[src/rtl/mem_port_arbiter.sv]
// ---------------------------------------------------------------------------
// mem_port_arbiter
//
// Lets the fetch stage (IM port) and the memory stage (DM port) of a
// pipelined datapath share one single-port, variable-latency unified memory.
// Requests are serialised with a req/done handshake. Data accesses win
// arbitration, but a streak counter bounds how long a pending fetch can be
// starved. A watchdog aborts an access the memory never acknowledges.
//
// Ports
//   clk, reset        rising-edge clock, synchronous active-low reset
//   if_req/if_addr    fetch request (held until if_done) and address
//   if_rdata/if_done  fetched instruction (held) and one-cycle done pulse
//   dm_req/dm_we      data request (held until dm_done), 1 = write
//   dm_addr/dm_wdata  data address and write data
//   dm_rdata/dm_done  read data (held) and one-cycle done pulse
//   mem_req/mem_we    memory request (held until ack/abort) and write strobe
//   mem_addr/wdata    memory address and write data
//   mem_rdata/ack     memory read data, valid with the one-cycle ack
//   stall             pipeline stall while any request is unserved
//   busy              high while an access is outstanding
//   timeout_err       sticky watchdog error, cleared only by reset
// ---------------------------------------------------------------------------
module mem_port_arbiter #(
  parameter int N       = 64,
  parameter int IW      = 32,
  parameter int STREAK  = 4,
  parameter int TIMEOUT = 15
) (
  input  logic          clk,
  input  logic          reset,
  input  logic          if_req,
  input  logic [N-1:0]  if_addr,
  output logic [IW-1:0] if_rdata,
  output logic          if_done,
  input  logic          dm_req,
  input  logic          dm_we,
  input  logic [N-1:0]  dm_addr,
  input  logic [N-1:0]  dm_wdata,
  output logic [N-1:0]  dm_rdata,
  output logic          dm_done,
  output logic          mem_req,
  output logic          mem_we,
  output logic [N-1:0]  mem_addr,
  output logic [N-1:0]  mem_wdata,
  input  logic [N-1:0]  mem_rdata,
  input  logic          mem_ack,
  output logic          stall,
  output logic          busy,
  output logic          timeout_err
);

  localparam int SW = $clog2(STREAK + 1);
  localparam int WW = $clog2(TIMEOUT + 1);

  typedef enum logic [1:0] {
    IDLE   = 2'd0,
    BUSY_F = 2'd1,
    BUSY_D = 2'd2
  } state_e;

  state_e          state_q,       state_d;
  logic            mem_req_q,     mem_req_d;
  logic            mem_we_q,      mem_we_d;
  logic [N-1:0]    mem_addr_q,    mem_addr_d;
  logic [N-1:0]    mem_wdata_q,   mem_wdata_d;
  logic [IW-1:0]   if_rdata_q,    if_rdata_d;
  logic [N-1:0]    dm_rdata_q,    dm_rdata_d;
  logic            if_done_q,     if_done_d;
  logic            dm_done_q,     dm_done_d;
  logic [SW-1:0]   streak_q,      streak_d;
  logic [WW-1:0]   wait_q,        wait_d;
  logic            timeout_err_q, timeout_err_d;

  // Effective requests: a requester still sees its own req high in the cycle
  // its done pulse is out, so that cycle's req must not start a new access.
  logic            if_req_eff;
  logic            dm_req_eff;
  logic            done_gap;
  logic            grant_d;
  logic [WW-1:0]   wait_inc;
  logic [N-1:0]    rd_word;

  assign if_req_eff = if_req & ~if_done_q;
  assign dm_req_eff = dm_req & ~dm_done_q;
  // Every done cycle is a grant-free IDLE cycle, so transactions are always
  // separated by at least one idle cycle and a waiting requester is served
  // on the cycle after a done pulse.
  assign done_gap   = if_done_q | dm_done_q;
  assign grant_d    = dm_req_eff & ((streak_q < SW'(STREAK)) | ~if_req_eff);
  assign wait_inc   = wait_q + WW'(1);

  // NOTE: every signal written here gets its default first, so no path can
  // leave a signal unassigned and infer a latch.
  always_comb begin
    state_d       = state_q;
    mem_req_d     = mem_req_q;
    mem_we_d      = mem_we_q;
    mem_addr_d    = mem_addr_q;
    mem_wdata_d   = mem_wdata_q;
    if_rdata_d    = if_rdata_q;
    dm_rdata_d    = dm_rdata_q;
    if_done_d     = 1'b0;
    dm_done_d     = 1'b0;
    streak_d      = streak_q;
    wait_d        = wait_q;
    timeout_err_d = timeout_err_q;
    rd_word       = '0;

    case (state_q)
      IDLE: begin
        // mem_ack is deliberately ignored here.
        if (!done_gap) begin
          if (grant_d) begin
            state_d     = BUSY_D;
            mem_req_d   = 1'b1;
            mem_we_d    = dm_we;
            mem_addr_d  = dm_addr;
            mem_wdata_d = dm_wdata;
            wait_d      = '0;
            // Only count data grants that actually made a fetch wait.
            if (if_req_eff) begin
              streak_d = (streak_q == SW'(STREAK)) ? streak_q : streak_q + SW'(1);
            end else begin
              streak_d = '0;
            end
          end else if (if_req_eff) begin
            state_d    = BUSY_F;
            mem_req_d  = 1'b1;
            mem_we_d   = 1'b0;
            mem_addr_d = if_addr;
            wait_d     = '0;
            streak_d   = '0;
          end
        end
      end

      BUSY_F, BUSY_D: begin
        // An ack in the same cycle the watchdog expires still completes the
        // access normally: the ack is checked first.
        if (mem_ack || (wait_inc == WW'(TIMEOUT))) begin
          state_d   = IDLE;
          mem_req_d = 1'b0;
          mem_we_d  = 1'b0;
          wait_d    = '0;
          if (!mem_ack) begin
            timeout_err_d = 1'b1;
          end
          // An aborted read returns zero.
          rd_word = mem_ack ? mem_rdata : '0;
          if (state_q == BUSY_F) begin
            if_done_d  = 1'b1;
            if_rdata_d = rd_word[IW-1:0];
          end else begin
            dm_done_d = 1'b1;
            if (!mem_we_q) begin
              dm_rdata_d = rd_word;
            end
          end
        end else begin
          wait_d = wait_inc;
        end
      end

      default: begin
        state_d   = IDLE;
        mem_req_d = 1'b0;
        mem_we_d  = 1'b0;
      end
    endcase
  end

  // NOTE: sequential state uses non-blocking assignments so every flop
  // samples the pre-edge value of every other flop.
  always_ff @(posedge clk) begin
    if (!reset) begin
      // NOTE: the data registers are cleared too, so that after reset the
      // read-data outputs and memory address/data buses are known zeros
      // rather than stale values from an abandoned access.
      state_q       <= IDLE;
      mem_req_q     <= 1'b0;
      mem_we_q      <= 1'b0;
      mem_addr_q    <= '0;
      mem_wdata_q   <= '0;
      if_rdata_q    <= '0;
      dm_rdata_q    <= '0;
      if_done_q     <= 1'b0;
      dm_done_q     <= 1'b0;
      streak_q      <= '0;
      wait_q        <= '0;
      timeout_err_q <= 1'b0;
    end else begin
      state_q       <= state_d;
      mem_req_q     <= mem_req_d;
      mem_we_q      <= mem_we_d;
      mem_addr_q    <= mem_addr_d;
      mem_wdata_q   <= mem_wdata_d;
      if_rdata_q    <= if_rdata_d;
      dm_rdata_q    <= dm_rdata_d;
      if_done_q     <= if_done_d;
      dm_done_q     <= dm_done_d;
      streak_q      <= streak_d;
      wait_q        <= wait_d;
      timeout_err_q <= timeout_err_d;
    end
  end

  assign mem_req     = mem_req_q;
  assign mem_we      = mem_we_q;
  assign mem_addr    = mem_addr_q;
  assign mem_wdata   = mem_wdata_q;
  assign if_rdata    = if_rdata_q;
  assign dm_rdata    = dm_rdata_q;
  assign if_done     = if_done_q;
  assign dm_done     = dm_done_q;
  assign timeout_err = timeout_err_q;
  assign busy        = (state_q == BUSY_F) || (state_q == BUSY_D);

  // Stall while a request is up and its done pulse has not yet come back;
  // held low while reset is asserted.
  assign stall = reset & ((if_req & ~if_done_q) | (dm_req & ~dm_done_q));

endmodule

[config.mk]
export PLATFORM = sky130hd
export DESIGN_NAME = mem_port_arbiter
export DESIGN_NICKNAME = d
export VERILOG_FILES = /design/src/rtl/mem_port_arbiter.sv
export SDC_FILE = /design/constraint.sdc
export NUM_CORES = 1
export LEC_CHECK = 0
export ABC_AREA = 1
export CAP_MARGIN = 20
export CORE_AREA = 2 2 191 193
export CTS_CLUSTER_DIAMETER = 60
export DETAILED_ROUTE_END_ITERATION = 8
export DIE_AREA = 0 0 193 195
export GPL_TIMING_DRIVEN = 0
export MAX_ROUTING_LAYER = met4
export PLACE_DENSITY = 0.63
export SLEW_MARGIN = 20
export SYNTH_ARGS = -nofsm -noshare
export SYNTH_HDL_FRONTEND = slang
export SYNTH_SLANG_ARGS = --single-unit
[constraint.sdc]
create_clock -name clk -period 4.1 [get_ports clk]
set_input_delay 1.23 -clock clk [delete_from_list [all_inputs] [get_ports clk]]
set_output_delay 1.23 -clock clk [all_outputs]
set_load 0.1 [all_outputs]
==> impl_metrics.yaml <==
status:
  status: "completed"
timing:
  hold_ws_ns: 0.461
  worst_slew_pin_slew_ns: 1.10
  fin_crit_sh_pct: 96.4
  clock_skew_ns: 0.0186
  fmax_mhz: 253
  max_slew_margin_pct: 26.5
  grt_setup_unrepaired: "no"
  finalSetupViolCount: 0
  period_needed_ns: 3.95
  slew_violations: 0
  hold_violations: 0
die:
  start_util_pct: 29.6
  io_pins: 493
  coreArea_sq_um: 35400
  row_count: 69
  die_x_microns: 193
  die_area_sq_um: 37600
  die_y_microns: 195
final_layout:
  area_delta_synth_final_pct: 63.2
  n_antenna_cell: 0
  n_fill_cell: 3571
  layout.nets: 2370
  drive_gt1_share_pct: 5.60
logic_synthesis:
  synth_edf_count: 0
  synth_top_cell_by_area: "dfxtp_1"
  avgSynthCellArea_sq_um: 6.67
  synth_fp_nets: 1842
  ys.flop_type: "dfxtp_1"
  netlist_area_sq_um: 10500
  ys_ff_latch: 238
  syn_inst: 1574
  yosys_warnings: 0
  yosysSeqAreaShare_pct: 45.4
  synth_cell_type_count: 23
  async_flop_share_pct: 0
  synth_top_area_share_pct: 45.4
  synth_commonest_cells: "408 x nand2_1, 279 x nor2_1, 247 x inv_1"
  synth_area_leaders: "dfxtp_1 45%, nand2_1 15%, nor2_1 10%, inv_1 8.8%, o211ai_1 4.6%"
  yosysMostFrequentCell: "nand2_1"
global_route:
  grt_use_total_pct: 22.3
  grt_max_degree: 13
  grt_pass1_wl_mm: 63.6
  antenna_found_initial: 0
  first_global_vias: 11500
  globalRouteOverflowTotal: 0
cts:
  cts_max_path_buffers: 3
  root_buffer: "clkbuf_16"
  cts.sinks: 238
  cts_setup_buffers: 0
  clkSlewWorstSetupHoldPaths_ns: 0.05
  cts-buffers-inserted: 35
  cts_tree: "done"
  clock_latency_ns: 0.50
  h-tree-depth: 2
place:
  io_buffers: 491
  place_congestion: 0.888
  dp_hpwl_mm: 32.9
min_path:
  holdCritPathClass: "reg -> reg"
flow_run:
  cap_viol_max_count: 0
worst_setup_path:
  max_stage_delay_ns: 0.60
  crit_required_ns: 2.87
  crit_path_end_kind: "output pin"
  path_class: "in -> out"
  crit_fanout: 10
  slowest_stage: "clkdlybuf4s15_2"
  crit_path_start_kind: "primary input"
  cp.arrival_ns: 2.72
  crit_chain: "clkbuf_2 > clkinv_1 > a21oi_2 > clkdlybuf4s15_2"
power:
  vdd_drop_max_v: 0.000422
  comb_power_share_pct: 49.2
  netSwitchingPower_mw: 5.73
  sw_frac_of_total_pct: 49.1
  total_power_mw: 11.7
  power_density_nw_per_um2: 681
  power_frac_seq_pct: 25.5
  power_frac_clock_pct: 25.3
  power.internal_mw: 5.93
  p_leak_nw: 8.02
drt:
  dr.pass1.iters: 5
  wl_mm: 42.2
  first_iter_violations: 518
  vias: 11600
  vias_per_cell: 4.49
  antenna_left: 0
  wire_per_inst_microns: 16.3
  drcViolationCount: 0
==> worst paths after layout <==
path | endpoint | startpoint | slack, ns | cells past startpoint
worst min-delay path | state_q[1] | state_q[1] | 0.46 | 2
worst max register to register | mem_addr[62] | state_q[0] | 2.03 | 10
worst min register to register | state_q[1] | state_q[1] | 0.46 | 2
worst max-delay path | stall | reset | 0.15 | 4
==> per-layer routing <==
metal,track usage [%],vias to the layer above,share of wire (%)
li1,-,5872,-
met1,25.4,5207,41
met2,38.8,452,48
met3,4.92,76,8.1
met4,6.99,0,3.2
met5,-,-,0
==> power groups by stage <==
| stage | sequential [mW] | clock (mW) | combinational (mW) |
|---|---|---|---|
| global placement | 3.00 | 0 | 5.73 |
| CTS | 2.97 | 3.01 | 5.77 |
| finish | 2.97 | 2.95 | 5.74 |
| floorplan | 5.95 | 0 | 1.23 |
| global route | 3.02 | 3.11 | 6.03 |
| detailed placement | 3.01 | 0 | 5.75 |
==> sequential cells by signal (all words and copies together) (netlist names) <==
signal       flops
wait_q           4
mem_req          1
state_q          2
mem_we           1
if_rdata        32
dm_rdata        64
dm_done          1
mem_wdata       64
mem_addr        64
timeout_err      1
if_done          1
streak_q         3
==> logic make-up after synthesis <==
kind of cell	count (synthesis)	share of synthesized area [%]
simple gates	819	31.8
compound gates	145	8.49
buf+inv	366	13.6
flops	238	45.4
fa+ha+maj	6	0.716
==> critical path: cells and delay by family <==
kind | cells | cell delay (ns)
buffers and inverters | 3 | 1.24
AO/OA/AOI/OAI | 1 | 0.23
==> cell usage in the layout (no fill, tap or decap) <==
cell type and count:
inv_8 1, buf_2 42, a21oi_1 10, nand3_1 72
clkbuf_8 3, o21a_1 1, clkbuf_16 37, clkinv_1 1
dfxtp_1 238, o21ai_0 68, bufinv_16 2, clkbuf_2 1
clkdlybuf4s15_2 1, clkinv_2 6, nand4_1 54, inv_6 2
clkdlybuf4s50_1 489, nand2_1 408, ha_1 6, clkbuf_1 55
buf_1 11, clkinvlp_4 2, a21oi_2 1, nand3_4 1
nand3_2 1, nand2_2 1, nand2_4 1, nor3_1 2
nor2_1 279, clkinv_4 2, buf_4 1, inv_1 247
a211oi_1 1, inv_2 14, o211ai_1 64
==> metrics by stage <==
step	setup TNS (ns)	area [sq um]	std cells	setup WS (ns)	util (%)
floorplan	0	10500	1574	0.252	-
global placement	-0.998	16000	2526	-0.998	45.2
detailed placement	-1.00	16000	2526	-1.00	45.2
CTS	0	17100	2586	0.0515	48.4
global route	0	17100	2586	0.0379	48.4
finish	0	17100	2586	0.149	48.4
==> repair_timing <==
item | 4_1_cts | 5_1_grt
endpoints found under the setup margin | 1 | 0
hold buffers | 0 | 0
resized for setup | 4 | 0
==> area by class of cell <==
| class | instances | area [sq um] | area share, % |
|---|---|---|---|
| Inverter | 262 | 983 | 5.74 |
| Clock buffer | 45 | 986 | 5.76 |
| Multi-Input combinational cell | 970 | 4300 | 25.1 |
| Timing Repair Buffer | 491 | 4910 | 28.7 |
| Clock inverter | 15 | 151 | 0.884 |
| Buffer | 104 | 447 | 2.61 |
| Tap cell | 461 | 577 | 3.37 |
| Sequential cell | 238 | 4760 | 27.8 |
(Power assumes the default switching activity.)
